==> src/rtl/pwm_pkg.sv <==
// Shared mode encoding for the multi-channel PWM fader.
package pwm_pkg;

  typedef enum logic [1:0] {
    PWM_OFF    = 2'd0,
    PWM_DIRECT = 2'd1,
    PWM_RAMP   = 2'd2,
    PWM_BLINK  = 2'd3
  } pwm_mode_e;

endpackage

==> src/rtl/pwm_channel.sv <==
// One PWM channel: shadow/active config, ramp duty register, compare and busy flag.
module pwm_channel
  import pwm_pkg::*;
#(
  parameter int CTR_LEN = 8
) (
  input  logic               clk,
  input  logic               rst,
  input  logic               boundary,
  input  logic               ramp_tick,
  input  logic               blink_phase,
  input  logic [CTR_LEN-1:0] counter,
  input  logic               wr_en,
  input  pwm_mode_e          wr_mode,
  input  logic [CTR_LEN-1:0] wr_target,
  output logic               pwm,
  output logic               busy
);

  pwm_mode_e          shadow_mode_q, shadow_mode_d;
  pwm_mode_e          active_mode_q, active_mode_d;
  logic [CTR_LEN-1:0] shadow_target_q, shadow_target_d;
  logic [CTR_LEN-1:0] active_target_q, active_target_d;
  logic [CTR_LEN-1:0] duty_q, duty_d;
  logic [CTR_LEN-1:0] duty_eff;
  logic [CTR_LEN-1:0] ramp_base;
  logic               pwm_q, pwm_d;
  logic               busy_q, busy_d;

  always_comb begin
    case (active_mode_q)
      PWM_DIRECT: duty_eff = active_target_q;
      PWM_RAMP:   duty_eff = duty_q;
      PWM_BLINK:  duty_eff = blink_phase ? active_target_q : '0;
      default:    duty_eff = '0;
    endcase
  end

  always_comb begin
    shadow_mode_d   = shadow_mode_q;
    shadow_target_d = shadow_target_q;
    active_mode_d   = active_mode_q;
    active_target_d = active_target_q;
    duty_d          = duty_q;
    ramp_base       = '0;

    if (wr_en) begin
      shadow_mode_d   = wr_mode;
      shadow_target_d = wr_target;
    end

    if (boundary) begin
      active_mode_d   = shadow_mode_q;
      active_target_d = shadow_target_q;
      // Entering RAMP seeds the ramp from whatever duty was on show last period.
      if (shadow_mode_q == PWM_RAMP) begin
        ramp_base = (active_mode_q == PWM_RAMP) ? duty_q : duty_eff;
        if (ramp_tick) begin
          if (ramp_base < shadow_target_q) begin
            ramp_base = ramp_base + CTR_LEN'(1);
          end else if (ramp_base > shadow_target_q) begin
            ramp_base = ramp_base - CTR_LEN'(1);
          end
        end
        duty_d = ramp_base;
      end
    end

    pwm_d  = (duty_eff > counter);
    busy_d = (active_mode_d == PWM_RAMP) && (duty_d != active_target_d);
  end

  always_ff @(posedge clk) begin
    if (!rst) begin
      shadow_mode_q   <= PWM_OFF;
      shadow_target_q <= '0;
      active_mode_q   <= PWM_OFF;
      active_target_q <= '0;
      duty_q          <= '0;
      pwm_q           <= 1'b0;
      busy_q          <= 1'b0;
    end else begin
      shadow_mode_q   <= shadow_mode_d;
      shadow_target_q <= shadow_target_d;
      active_mode_q   <= active_mode_d;
      active_target_q <= active_target_d;
      duty_q          <= duty_d;
      pwm_q           <= pwm_d;
      busy_q          <= busy_d;
    end
  end

  assign pwm  = pwm_q;
  assign busy = busy_q;

endmodule

==> src/rtl/pwm_fader.sv <==
// Multi-channel PWM fader: shared period counter, ramp/blink dividers and config decode.
module pwm_fader
  import pwm_pkg::*;
#(
  parameter int CHANNELS  = 4,
  parameter int CTR_LEN   = 8,
  parameter int RAMP_DIV  = 4,
  parameter int BLINK_DIV = 64,
  localparam int CH_W     = (CHANNELS > 1) ? $clog2(CHANNELS) : 1
) (
  input  logic                clk,
  input  logic                rst,
  input  logic                cfg_valid,
  output logic                cfg_ready,
  input  logic [CH_W-1:0]     cfg_ch,
  input  logic [1:0]          cfg_mode,
  input  logic [CTR_LEN-1:0]  cfg_target,
  output logic [CHANNELS-1:0] pwm,
  output logic [CHANNELS-1:0] busy,
  output logic                period_start
);

  localparam int RAMP_W  = (RAMP_DIV > 1) ? $clog2(RAMP_DIV) : 1;
  localparam int BLINK_W = (BLINK_DIV > 1) ? $clog2(BLINK_DIV) : 1;

  logic [CTR_LEN-1:0] counter_q, counter_d;
  logic [RAMP_W-1:0]  ramp_div_q, ramp_div_d;
  logic [BLINK_W-1:0] blink_div_q, blink_div_d;
  logic               blink_phase_q, blink_phase_d;
  logic               period_start_q, period_start_d;
  logic               cfg_ready_q, cfg_ready_d;
  logic               boundary;
  logic               ramp_tick;

  always_comb begin
    counter_d      = counter_q + CTR_LEN'(1);
    boundary       = (counter_q == '1);
    ramp_div_d     = ramp_div_q;
    blink_div_d    = blink_div_q;
    blink_phase_d  = blink_phase_q;
    ramp_tick      = 1'b0;
    cfg_ready_d    = 1'b1;
    // period_start lands on the counter==0 cycle, so it is set from the boundary.
    period_start_d = boundary;

    if (boundary) begin
      if (ramp_div_q == RAMP_W'(RAMP_DIV - 1)) begin
        ramp_div_d = '0;
        ramp_tick  = 1'b1;
      end else begin
        ramp_div_d = ramp_div_q + RAMP_W'(1);
      end

      if (blink_div_q == BLINK_W'(BLINK_DIV - 1)) begin
        blink_div_d   = '0;
        blink_phase_d = ~blink_phase_q;
      end else begin
        blink_div_d = blink_div_q + BLINK_W'(1);
      end
    end
  end

  always_ff @(posedge clk) begin
    if (!rst) begin
      counter_q      <= '0;
      ramp_div_q     <= '0;
      blink_div_q    <= '0;
      blink_phase_q  <= 1'b0;
      period_start_q <= 1'b0;
      cfg_ready_q    <= 1'b0;
    end else begin
      counter_q      <= counter_d;
      ramp_div_q     <= ramp_div_d;
      blink_div_q    <= blink_div_d;
      blink_phase_q  <= blink_phase_d;
      period_start_q <= period_start_d;
      cfg_ready_q    <= cfg_ready_d;
    end
  end

  for (genvar i = 0; i < CHANNELS; i++) begin : g_ch
    pwm_channel #(
      .CTR_LEN(CTR_LEN)
    ) u_ch (
      .clk        (clk),
      .rst        (rst),
      .boundary   (boundary),
      .ramp_tick  (ramp_tick),
      .blink_phase(blink_phase_q),
      .counter    (counter_q),
      .wr_en      (cfg_valid && cfg_ready_q && (cfg_ch == CH_W'(i))),
      .wr_mode    (pwm_mode_e'(cfg_mode)),
      .wr_target  (cfg_target),
      .pwm        (pwm[i]),
      .busy       (busy[i])
    );
  end

  assign cfg_ready    = cfg_ready_q;
  assign period_start = period_start_q;

endmodule

==> config.mk <==
export PLATFORM = sky130hd
export DESIGN_NAME = pwm_fader
export DESIGN_NICKNAME = d
export VERILOG_FILES = /design/src/rtl/pwm_pkg.sv /design/src/rtl/pwm_channel.sv /design/src/rtl/pwm_fader.sv
export SDC_FILE = /design/constraint.sdc
export NUM_CORES = 1
export LEC_CHECK = 0
export ABC_AREA = 1
export CAP_MARGIN = 20
export CORE_MARGIN = 5
export CORE_UTILIZATION = 35
export DETAILED_ROUTE_END_ITERATION = 6
export GPL_ROUTABILITY_DRIVEN = 1
export PLACE_DENSITY = 0.49
export SETUP_SLACK_MARGIN = 0.5
export SYNTH_ARGS = -nofsm -noshare
export SYNTH_HDL_FRONTEND = slang
export SYNTH_SLANG_ARGS = --single-unit
==> constraint.sdc <==
create_clock -name clk -period 3.3 [get_ports clk]
set_clock_uncertainty 0.1 [all_clocks]
set_input_delay 0.66 -clock clk [delete_from_list [all_inputs] [get_ports clk]]
set_output_delay 0.66 -clock clk [all_outputs]
set_load 0.02 [all_outputs]
==> results of run 1 <==
[metrics by stage]
step	hold slack [ns]	instances	total power [mW]	worst slack, ns
floorplan	0.3390	1474	2.035	0.5034
global placement	0.3678	1858	2.181	0.03454
detailed placement	0.3661	1858	2.181	0.02318
CTS	0.3755	1932	4.236	0.4181
global route	0.4058	1956	4.458	0.2664
finish	0.3779	1956	4.279	0.4393
[metal layers]
layer	up-vias	wire length, um
met3	39	982
met4	0	527
li1	5027	-
met1	4481	14790
met2	159	14410
met5	-	0
[critical path: stages, from the launching register on]
cell,delay (ns)
dfxtp_4,0.38
clkinv_8,0.12
a21oi_4,0.18
inv_2,0.07
o22ai_4,0.13
ha_4,0.25
a21oi_4,0.15
o21a_4,0.18
nand2_8,0.07
a21oi_1,0.21
inv_1,0.08
nand2_1,0.07
nand3_2,0.09
nand2_1,0.11
nand2_1,0.05
nand2_1,0.07
nand2_1,0.09
nor2_4,0.14
nand3_2,0.09
nand2_2,0.08
inv_2,0.03
[cell usage in the layout, fill, tap and decap left out, types with 5 or more instances in the layout]
cell	count
inv_2	19
buf_6	13
inv_4	6
nor3_1	11
nand2_8	6
nor2_4	16
o21ai_4	5
o21ai_0	89
clkbuf_16	17
a21oi_1	63
a21oi_4	7
o21bai_1	7
nor2_2	12
nor2_1	144
clkdlybuf4s50_1	23
nand2_1	318
a21oi_2	10
buf_4	111
nand2_2	71
inv_1	160
nand3_1	92
ha_4	15
or2_2	40
dfxtp_1	130
ha_1	60
o21ai_2	6
nand3_2	35
inv_6	5
nand2_4	23
nand4_1	21
nand3b_1	11
dfxtp_4	5
[how the worst min path moves through the flow]
| stage | from | endpoint | slack (ns) | depth (start not counted) |
|---|---|---|---|---|
| 6_report | g_ch[3].u_ch.shadow_mode_q[1] | g_ch[3].u_ch.shadow_mode_q[1] | 0.38 | 2 |
| 4_1_cts | g_ch[3].u_ch.shadow_mode_q[1] | g_ch[3].u_ch.shadow_mode_q[1] | 0.38 | 2 |
| 3_5_place_dp | g_ch[3].u_ch.shadow_mode_q[1] | g_ch[3].u_ch.shadow_mode_q[1] | 0.37 | 2 |
| 2_1_floorplan | g_ch[3].u_ch.shadow_mode_q[1] | g_ch[3].u_ch.shadow_mode_q[1] | 0.34 | 2 |
| 3_3_place_gp | g_ch[3].u_ch.shadow_mode_q[1] | g_ch[3].u_ch.shadow_mode_q[1] | 0.37 | 2 |
| 5_1_grt | g_ch[3].u_ch.shadow_mode_q[1] | g_ch[3].u_ch.shadow_mode_q[1] | 0.41 | 2 |
[layout make-up]
cell class                 instances  share of cell area
clock buffer                      18             0.03461
clock inverter                    14             0.01272
inverter                         189             0.05866
multi-input combinational       1103              0.5376
sequential                       139              0.2211
tap                              341             0.03362
timing repair buffer             152              0.1016
[state kept, by name, summed over array words and instances, names as in the netlist]
register	cells
g_ch.u_ch.active_mode_q	8
g_ch.u_ch.busy	4
blink_div_q	6
blink_phase_q	1
g_ch.u_ch.shadow_target_q	32
g_ch.u_ch.pwm	4
g_ch.u_ch.duty_q	32
g_ch.u_ch.active_target_q	32
counter_q	8
ramp_div_q	2
g_ch.u_ch.shadow_mode_q	8
period_start	1
cfg_ready	1
[power by group through the flow]
stage	clock network, mW	registers (mW)	logic, mW
after detailed placement	0	1.75	0.427
after global routing	2.11	1.71	0.634
final	1.99	1.71	0.580
after floorplan	0	1.75	0.284
after CTS	2.04	1.71	0.485
after global placement	0	1.75	0.428
[logic make-up after synthesis]
kind of cell	Yosys count	synth area share
adders and majority gates	75	0.09868
xor gates and xnor gates	3	0.002764
AOI/OAI and AO/OA	214	0.1267
buffers and inverters	234	0.1012
muxes	2	0.002105
DFF	139	0.2926
and+or+nand+nor	807	0.3759
[timing repair]
action	CTS	global route
setup buffers	40	24
gates cloned	2	0
gates resized for setup	98	180
setup endpoints to repair	9	8
pin swaps	54	112
==> flow_summary.rst, run 1 <==
.. list-table::
   :header-rows: 1

   * - Metric
     - Value
   * - Clk Latency, worst-skew pair
     - roughly 0.43 ns
   * - Count of flip-flops with a built-in enable after synthesis
     - 0
   * - Highest achievable clock rate
     - around 350 MHz
   * - Status
     - finished, final reports clean
   * - Core Rows
     - 60
   * - Routed Wire Length
     - between 30 and 40 mm
   * - Half-perimeter wire length after placement
     - 21.58 mm
   * - Count of final hold-check violations
     - 0
   * - Clock Sinks
     - approximately 140
   * - Clock root cell
     - clkbuf_16
   * - Instance area at placement
     - 0.01043 sq mm
   * - Starting Density
     - 0.3538
   * - Final critical-path share of the clock period
     - 0.8669
   * - Slew of the pin with the lowest slew margin
     - about 0.76 ns
   * - Cell count of the worst reg-to-reg path
     - 20
   * - Path type of the worst min-delay path
     - reg2reg
   * - Setup Crit Path Kind
     - reg2reg
   * - CTS tree
     - done
   * - Seq. cell area
     - ~0.0028 sq mm
   * - Routing usage on met2
     - 0.3272
   * - Post-route cell area
     - ~0.013 sq mm
   * - Drt pass-1 iters
     - 5
   * - Number of port buffers
     - 24
   * - Average wire length per cell after detail routing
     - approximately 16 um
   * - Placeable core region
     - about 0.027 sq mm
   * - Number of antenna violations at the first check in global routing
     - 0
   * - CP Capture Type
     - flop
   * - Final sum of negative setup slack
     - 0 ns
   * - Most used standard cell by instance count after synthesis
     - nand2_1
   * - Ant diodes
     - 0
   * - Global-route track usage on met3
     - 0.02942
   * - Multi-input logic area
     - slightly below 0.007 sq mm
   * - Flip-flop and latch count after synthesis
     - between 100 and 150
   * - Area Growth Syn to Fin
     - 33.46%
   * - Worst setup path endpoint
     - g_ch[3].u_ch.busy
   * - Reg-to-reg endpoint
     - g_ch[3].u_ch.busy
   * - Peak supply drop
     - about 0.25 mV
   * - Count of unique library cells instantiated by Yosys
     - 49
   * - Met1 usage in global routing
     - 0.2648
   * - Fillers
     - ~2.7k
   * - Final GP Congestion
     - ~0.86
   * - Fraction of power consumed by combinational cells
     - 0.136
   * - Reg clk slew, reported paths
     - roughly 0.070 ns
   * - Int Power
     - a little over 3 mW
   * - Top-Level Pins
     - 25
   * - Synth Instances
     - between 1k and 1.5k
   * - GRT overflow
     - 0
   * - Data required time of the worst path
     - ~3.5 ns
   * - Post-Syn Area
     - 0.009509 sq mm
   * - Count of hold-fix buffers inserted at cts
     - 0
   * - Power share of the clock group
     - 0.464
   * - Busiest metal layer after global routing
     - met2
   * - Number of design rule violations left after detail routing
     - 0
   * - Synth top area cells
     - dfxtp_1, nand2_1, ha_1, inv_1, nand3_1
   * - GRT Overall Usage
     - 0.1952
   * - Number of global-route vias before repair
     - roughly 9.2k
   * - Overall die height
     - around 170 um
   * - Post-synthesis area per instance
     - ~6.5 sq um
   * - Switching power as a share of total power
     - 0.2830
   * - PwrDens
     - 337.1 mW/mm^2
   * - Start point of the critical path
     - blink_phase_q
   * - Deepest clock path buffer count
     - 2
   * - Max capacitance violation total
     - 0
   * - Worst EP arrival
     - 3.09 ns
   * - Total net switching power
     - between 1 and 1.5 mW
   * - Top cell type's share of synthesized area
     - 0.2926
   * - TritonCTS buffer count
     - 17
   * - Die Area
     - between 0.03 and 0.04 sq mm
   * - Syn_nets
     - around 1.6k
   * - Startpoint types
     - flop
   * - Synth async-reset ratio
     - 0
   * - Chip width
     - 174.8 um
   * - Max-slew violations
     - 0
   * - Number of setup violations in the final report
     - 0
   * - Unrepaired setup endpoints after global routing
     - true
   * - Net count of the finished layout
     - 1692
   * - Drt via density
     - a little under 5
   * - Final critical-path required period
     - ~2.9 ns
   * - Setup slack of the worst register-to-register path
     - around 0.44 ns
   * - Wire length of the first global-routing pass
     - between 40 and 50 mm
   * - Prevailing post-synth register cell
     - dfxtp_1
   * - Pin count of the biggest net entering global routing
     - between 50 and 60
   * - Leakage power figure
     - 6.170 nW
   * - Core utilization of the finished layout
     - 0.4722
   * - Startpoint of the worst register-to-register path
     - blink_phase_q
   * - Proportion of synthesized chip area in sequential cells
     - 0.2926
   * - Most instantiated cells after synthesis
     - nand2_1, inv_1, nor2_1
   * - Warnings, synthesis
     - 0
   * - ANT nets after route
     - 0
   * - Depth of the CTS H-tree
     - 4
   * - Dominant cell type by area after synthesis
     - dfxtp_1
   * - Share of final-layout standard cells stronger than drive strength 1
     - 0.2817
   * - Initial DRC Count
     - roughly 560
   * - Sequential fraction of design power
     - 0.400
   * - Total vias in the final route
     - 9706
   * - Max-slew headroom
     - 0.4926
   * - Highest fanout seen on the critical path
     - 8
Note: power is estimated with default switching activity, not from simulation.
==> inputs of run 2 (changes only) <==
CAP_MARGIN = not set   (was 20)
==> results of run 2 <==
No change in the layout: final DEF, timing and power equal those of run 1.
